<file path="src/rtl/if_id_stage_pkg.sv">
// Shared IF/ID pipeline definitions: widths, reset values, payload type and FSM encoding.
package if_id_stage_pkg;

    localparam int                DATA_W   = 32;
    localparam logic [DATA_W-1:0] NOP_INST = 32'h0000_0000;
    localparam logic [DATA_W-1:0] RESET_PC = 32'h0000_0000;

    typedef struct packed {
        logic              valid;
        logic [DATA_W-1:0] pc;
        logic [DATA_W-1:0] inst;
    } if_id_payload_t;

    typedef enum logic [0:0] {
        RUN  = 1'b0,
        SKID = 1'b1
    } state_e;

    function automatic if_id_payload_t make_payload(input logic              valid,
                                                    input logic [DATA_W-1:0] pc,
                                                    input logic [DATA_W-1:0] inst);
        if_id_payload_t p;
        p.valid = valid;
        p.pc    = pc;
        p.inst  = inst;
        return p;
    endfunction

endpackage

</file>
<file path="src/rtl/if_id_stage_if.sv">
// Bus between fetch/SRAM/decode and the IF/ID stage; slave is the stage, master the environment.
interface if_id_stage_if;
    import if_id_stage_pkg::*;

    logic [DATA_W-1:0] pc_i;
    logic              inst_sram_en_i;
    logic [DATA_W-1:0] inst_sram_rdata_i;
    logic              stall_i;
    logic              flush_i;
    logic              fetch_hold_o;
    logic              id_valid_o;
    logic [DATA_W-1:0] id_pc_o;
    logic [DATA_W-1:0] id_inst_o;

    modport slave (
        input  pc_i, inst_sram_en_i, inst_sram_rdata_i, stall_i, flush_i,
        output fetch_hold_o, id_valid_o, id_pc_o, id_inst_o
    );

    modport master (
        output pc_i, inst_sram_en_i, inst_sram_rdata_i, stall_i, flush_i,
        input  fetch_hold_o, id_valid_o, id_pc_o, id_inst_o
    );

endinterface

</file>
<file path="src/rtl/if_id_skid_buf.sv">
// One-entry holding register for a {pc, inst} pair; clear wins over load.
module if_id_skid_buf #(
    parameter int                DATA_W   = 32,
    parameter logic [DATA_W-1:0] NOP_INST = '0,
    parameter logic [DATA_W-1:0] RESET_PC = '0
) (
    input  logic              clk,
    input  logic              rst,
    input  logic              load_i,
    input  logic              clear_i,
    input  logic [DATA_W-1:0] pc_i,
    input  logic [DATA_W-1:0] inst_i,
    output logic              valid_o,
    output logic [DATA_W-1:0] pc_o,
    output logic [DATA_W-1:0] inst_o
);

    logic              valid_q, valid_d;
    logic [DATA_W-1:0] pc_q, pc_d;
    logic [DATA_W-1:0] inst_q, inst_d;

    always_comb begin
        valid_d = valid_q;
        pc_d    = pc_q;
        inst_d  = inst_q;
        if (clear_i) begin
            valid_d = 1'b0;
        end else if (load_i) begin
            valid_d = 1'b1;
            pc_d    = pc_i;
            inst_d  = inst_i;
        end
    end

    always_ff @(posedge clk or negedge rst) begin
        if (!rst) begin
            valid_q <= 1'b0;
            pc_q    <= RESET_PC;
            inst_q  <= NOP_INST;
        end else begin
            valid_q <= valid_d;
            pc_q    <= pc_d;
            inst_q  <= inst_d;
        end
    end

    assign valid_o = valid_q;
    assign pc_o    = pc_q;
    assign inst_o  = inst_q;

endmodule

</file>
<file path="src/rtl/if_id_stage.sv">
// IF/ID stage: pairs fetch PC with next-cycle SRAM data, registers it for decode,
// and parks one returning instruction in a skid buffer while decode stalls.
module if_id_stage #(
    parameter int                DATA_W   = if_id_stage_pkg::DATA_W,
    parameter logic [DATA_W-1:0] NOP_INST = if_id_stage_pkg::NOP_INST,
    parameter logic [DATA_W-1:0] RESET_PC = if_id_stage_pkg::RESET_PC
) (
    input  logic         clk,
    input  logic         rst,
    if_id_stage_if.slave bus
);
    import if_id_stage_pkg::*;

    state_e            state_q, state_d;
    logic              req_valid_q, req_valid_d;
    logic [DATA_W-1:0] req_pc_q, req_pc_d;
    if_id_payload_t    id_q, id_d;

    logic              fetch_hold;
    logic              accept;
    logic              skid_load;
    logic              skid_clear;
    logic              skid_valid;
    logic [DATA_W-1:0] skid_pc;
    logic [DATA_W-1:0] skid_inst;

    // Hold fetch whenever a returning word could not be absorbed next cycle.
    always_comb begin
        fetch_hold  = (state_q == SKID) | bus.stall_i;
        accept      = bus.inst_sram_en_i & ~fetch_hold & ~bus.flush_i;
        req_valid_d = accept;
        req_pc_d    = accept ? bus.pc_i : req_pc_q;
    end

    always_comb begin
        state_d    = state_q;
        id_d       = id_q;
        skid_load  = 1'b0;
        skid_clear = 1'b0;
        if (bus.flush_i) begin
            state_d    = RUN;
            skid_clear = 1'b1;
            id_d       = make_payload(1'b0, id_q.pc, NOP_INST);
        end else begin
            case (state_q)
                RUN: begin
                    if (!bus.stall_i) begin
                        if (req_valid_q) begin
                            id_d = make_payload(1'b1, req_pc_q, bus.inst_sram_rdata_i);
                        end else begin
                            id_d = make_payload(1'b0, id_q.pc, NOP_INST);
                        end
                    end else if (req_valid_q) begin
                        skid_load = 1'b1;
                        state_d   = SKID;
                    end
                end
                SKID: begin
                    if (!bus.stall_i) begin
                        id_d       = make_payload(skid_valid, skid_pc, skid_inst);
                        skid_clear = 1'b1;
                        state_d    = RUN;
                    end
                end
                default: state_d = RUN;
            endcase
        end
    end

    always_ff @(posedge clk or negedge rst) begin
        if (!rst) begin
            state_q     <= RUN;
            req_valid_q <= 1'b0;
            req_pc_q    <= RESET_PC;
            id_q        <= make_payload(1'b0, RESET_PC, NOP_INST);
        end else begin
            state_q     <= state_d;
            req_valid_q <= req_valid_d;
            req_pc_q    <= req_pc_d;
            id_q        <= id_d;
        end
    end

    if_id_skid_buf #(
        .DATA_W   (DATA_W),
        .NOP_INST (NOP_INST),
        .RESET_PC (RESET_PC)
    ) u_skid (
        .clk     (clk),
        .rst     (rst),
        .load_i  (skid_load),
        .clear_i (skid_clear),
        .pc_i    (req_pc_q),
        .inst_i  (bus.inst_sram_rdata_i),
        .valid_o (skid_valid),
        .pc_o    (skid_pc),
        .inst_o  (skid_inst)
    );

    assign bus.fetch_hold_o = fetch_hold;
    assign bus.id_valid_o   = id_q.valid;
    assign bus.id_pc_o      = id_q.pc;
    assign bus.id_inst_o    = id_q.inst;

endmodule

</file>
<file path="src/flat_wrapper.sv">
// flat-port wrapper written by rule: the top's interface ports become plain ports
module if_id_stage_flat import if_id_stage_pkg::*;
#(
    parameter int                DATA_W   = if_id_stage_pkg::DATA_W,
    parameter logic [DATA_W-1:0] NOP_INST = if_id_stage_pkg::NOP_INST,
    parameter logic [DATA_W-1:0] RESET_PC = if_id_stage_pkg::RESET_PC
)
  (clk, rst, bus_pc_i, bus_inst_sram_en_i, bus_inst_sram_rdata_i, bus_stall_i, bus_flush_i, bus_fetch_hold_o, bus_id_valid_o, bus_id_pc_o, bus_id_inst_o);
  if_id_stage_if bus_i ();
  input  logic clk;
  input  logic rst;
  input wire logic [$bits(bus_i.pc_i)-1:0] bus_pc_i;
  input wire logic [$bits(bus_i.inst_sram_en_i)-1:0] bus_inst_sram_en_i;
  input wire logic [$bits(bus_i.inst_sram_rdata_i)-1:0] bus_inst_sram_rdata_i;
  input wire logic [$bits(bus_i.stall_i)-1:0] bus_stall_i;
  input wire logic [$bits(bus_i.flush_i)-1:0] bus_flush_i;
  output wire logic [$bits(bus_i.fetch_hold_o)-1:0] bus_fetch_hold_o;
  output wire logic [$bits(bus_i.id_valid_o)-1:0] bus_id_valid_o;
  output wire logic [$bits(bus_i.id_pc_o)-1:0] bus_id_pc_o;
  output wire logic [$bits(bus_i.id_inst_o)-1:0] bus_id_inst_o;
  assign bus_i.pc_i = bus_pc_i;
  assign bus_i.inst_sram_en_i = bus_inst_sram_en_i;
  assign bus_i.inst_sram_rdata_i = bus_inst_sram_rdata_i;
  assign bus_i.stall_i = bus_stall_i;
  assign bus_i.flush_i = bus_flush_i;
  assign bus_fetch_hold_o = bus_i.fetch_hold_o;
  assign bus_id_valid_o = bus_i.id_valid_o;
  assign bus_id_pc_o = bus_i.id_pc_o;
  assign bus_id_inst_o = bus_i.id_inst_o;
  if_id_stage #(.DATA_W(DATA_W), .NOP_INST(NOP_INST), .RESET_PC(RESET_PC)) u_core (.clk(clk), .rst(rst), .bus(bus_i));
endmodule
</file>
<file path="config.mk">
export PLATFORM = sky130hd
export DESIGN_NAME = if_id_stage_flat
export DESIGN_NICKNAME = d
export VERILOG_FILES = /design/src/rtl/if_id_stage_pkg.sv /design/src/rtl/if_id_stage_if.sv /design/src/rtl/if_id_skid_buf.sv /design/src/rtl/if_id_stage.sv /design/src/flat_wrapper.sv
export SDC_FILE = /design/constraint.sdc
export NUM_CORES = 1
export LEC_CHECK = 0
export CAP_MARGIN = 40
export CORE_MARGIN = 3
export CORE_UTILIZATION = 34
export CTS_CLUSTER_SIZE = 24
export DETAILED_ROUTE_END_ITERATION = 8
export HOLD_SLACK_MARGIN = 0.06
export PLACE_DENSITY = 0.64
export SYNTH_ARGS = -nofsm -noshare
export SYNTH_HDL_FRONTEND = slang
export SYNTH_SLANG_ARGS = --single-unit
export TNS_END_PERCENT = 50
</file>
<file path="constraint.sdc">
create_clock -name clk -period 2.3 [get_ports clk]
set_input_delay 0.46 -clock clk [delete_from_list [all_inputs] [get_ports clk]]
set_output_delay 0.46 -clock clk [all_outputs]
set_load 0.02 [all_outputs]
</file>
==> results.toml <==
[die]
die_area_mm2 = 0.02234
die_x_um = 149.5
dieHeight_um = 149.5
rows = 51
io_pins = 135
start_util_pct = 35.27
core_mm2 = 0.01985

[sta]
finalCritPeriodShare_pct = 93.41
maxSlewViolCount = 0
setup_viol = 0
min_period_ps = 2148
slew_headroom_pct = 47.26
rsz0062_at_grt = "false"
fin_hold_ws_ps = 493.1
final.setup.tns_ps = 0
tightest_slew_ps = 791.1
skew_ps = 9.901
hold_violations = 0
max_freq_mhz = 465.4

[logic_synthesis]
synth.distinct_cells = 26
synth_nets = 619
yosys.area.top_type = "dfrtp_1"
synthCells = 550
synth.avg_cell_area_um2 = 12.73
ys_ff_latch = 164
synth_area_mm2 = 0.006999
synth_area_leaders = "dfrtp_1 59%, mux2_2 15%, nor2b_1 5.9%, a221oi_1 4.0%, a22oi_1 3.4%"
ys_warn_count = 0
seq_area_frac_synth_pct = 58.63
synth.top_cell.area_share_pct = 58.63

[finish]
areaGrowthSynthToFinish_pct = 32.55
final_area_mm2 = 0.009278
drive_gt1_share_pct = 22.22
seq_area_mm2 = 0.004106
nNetsFinal = 740
antenna_cells = 0
fillers = 1748
multiInputGateArea_mm2 = 0.002663

[critical_path]
worstPathCellList = "or2_4 -> clkdlybuf4s50_1"
critPathBufInv = 1
worstPathArrival_ps = 1690
critPathKind = "flop to output pin"
reg2reg_from = "u_core.state_q"
crit_cells = 2
worstSetupEndpointType = "output pin"
r2r-end = "u_core.bus.id_pc_o[2]"
cp_top_family = "buffers and inverters"
reg2reg_depth = 5
cp.required_ps = 1840
slowest_stage = "clkdlybuf4s50_1"
slowest_delay_ps = 550
r2r_setup_slack_ps = 450
cp_max_fo = 5
start_kind = "flop"

[worst_hold_path]
worstHoldStart = "u_core.u_skid.inst_o[28]"
hold_end = "u_core.u_skid.inst_o[28]"
worstHoldPathCells = 1
min_path_type = "flop to flop"

[cts]
cts_setup_buffers = 0
cts_sinks = 164
clockBufferDepth = 2
clk_pin_slew_ps = 60
cts_buffers = 17
cts_tree = "done"
cts_resized = 0
clk_latency_ps = 420
cts_htree_levels = 4
root_buffer = "clkbuf_16"

[place]
dpl_cell_area_mm2 = 0.008636
place.gp.congestion = 0.7367
numPortBuffers = 134
hpwlAfterDp_um = 11070

[global_routing]
grt_max_degree = 70
gr-total-overflow = 0
antenna_found_initial = 0
grt_usage_pct = 16.31
grt_pass1_wl_um = 28730
grt_pass1_vias = 5265

[status]
status = "complete, no violations"

[power]
leakage_nw = 3.733
p_per_area_mw_per_mm2 = 839.0
worst_ir_drop_vdd_mv = 0.4703

[drt]
viasPerCell = 5.316
wire_per_inst_um = 18.41
drtIter0Drc = 212
drtAntennaViolNets = 0
drc = 0
vias = 5045
wirelength_um = 17470
first_pass_iters = 5

[flow_run]
maxCapViolCount = 0
==> kinds of logic (layout without fill, tap and decap cells) <==
group / count (synthesis) / in the layout / synth area share [%]
flops: 164 / 164 / 58.63
mux: 96 / 96 / 15.45
simple gates: 109 / 109 / 9.475
buf+inv: 50 / 184 / 3.557
compound gates: 131 / 131 / 12.89
==> metrics by stage <==
stage               total power, mW  setup WS (ps)  util (%)  cells
global placement              4.768          433.1     43.41    915
CTS                           7.880          120.3     46.75    949
detailed placement            4.865          406.4     43.52    916
floorplan                     4.342          563.8         -    550
global route                  8.156          104.3     46.75    949
finish                        7.784          151.5     46.75    949
==> sequential cells by signal, indices dropped and copies added, names as in the netlist <==
register               cells
u_core.bus.id_inst_o      32
u_core.u_skid.valid_o      1
u_core.u_skid.pc_o        32
u_core.state_q             1
u_core.u_skid.inst_o      32
u_core.req_pc_q           32
u_core.bus.id_valid_o      1
u_core.req_valid_q         1
u_core.bus.id_pc_o        32
==> Yosys cell counts <==
cell type  count
buf_2          7
nor3_1        33
nor2_1         3
nor3b_4        1
nand2_1        1
a221oi_1      32
a22oi_1       32
buf_6          4
or2_4          1
dfrtp_1      164
clkbuf_1      29
o21ai_0       27
mux2_1         4
a211oi_1       1
a21oi_1        1
buf_1          4
nor2b_1       66
mux2_2        92
or2_2          1
buf_4          6
nor3b_2        1
nor3b_1        1
nor3_4         1
a2bb2oi_1      1
o21ai_1        5
a31oi_1       32
==> report_power, final <==
group | switching, mW | internal, mW | total (mW)
registers | 0.305 | 3.39 | 3.69
clock network | 1.10 | 1.88 | 2.98
logic | 0.459 | 0.653 | 1.11
total | 1.87 | 5.92 | 7.78
==> cell type report <==
class | count | area share (%)
sequential | 164 | 44.26
multi-input combinational | 336 | 28.70
timing repair buffer | 152 | 16.66
clock buffer | 24 | 5.516
tap | 265 | 3.574
clock inverter | 8 | 1.295
==> per-layer routing <==
| layer | global-route usage [%] | routed length (um) |
|---|---|---|
| met1 | 22.00 | 7664 |
| met2 | 26.20 | 8544 |
| met3 | 4.603 | 1140 |
| met4 | 4.027 | 119 |
| met5 | 0 | 0 |
==> cell usage in the layout, fill, tap and decap left out, types with 2 or more instances in the layout <==
master	netlist	routed
clkbuf_16	0	17
clkinv_2	0	3
a31oi_1	32	32
o21ai_1	5	5
nor2b_1	66	65
mux2_1	4	4
buf_4	6	11
buf_12	0	6
nor3b_4	1	2
nor3_1	33	33
nor2_1	3	2
bufinv_16	0	3
mux2_2	92	92
a22oi_1	32	32
a221oi_1	32	32
clkdlybuf4s50_1	0	131
o21ai_0	27	27
clkinvlp_4	0	2
dfrtp_2	0	2
buf_2	7	2
clkbuf_8	0	6
dfrtp_1	164	162
==> how the worst max path moves through the flow <==
stage | startpoint | to | slack (ps)
after detailed placement | bus_inst_sram_en_i | u_core.req_pc_q[11] | 410
after floorplan | u_core.state_q | u_core.req_pc_q[10] | 560
after global routing | u_core.state_q | bus_fetch_hold_o | 100
after global placement | bus_stall_i | bus_fetch_hold_o | 430
final | u_core.state_q | bus_fetch_hold_o | 150
after CTS | u_core.state_q | bus_fetch_hold_o | 120
==> what timing repair did <==
item,in CTS,in global routing
endpoints found under the setup margin,0,0
endpoints found under the hold margin,32,0
hold buffers,1,0
Note: power is estimated with default switching activity, not from simulation.
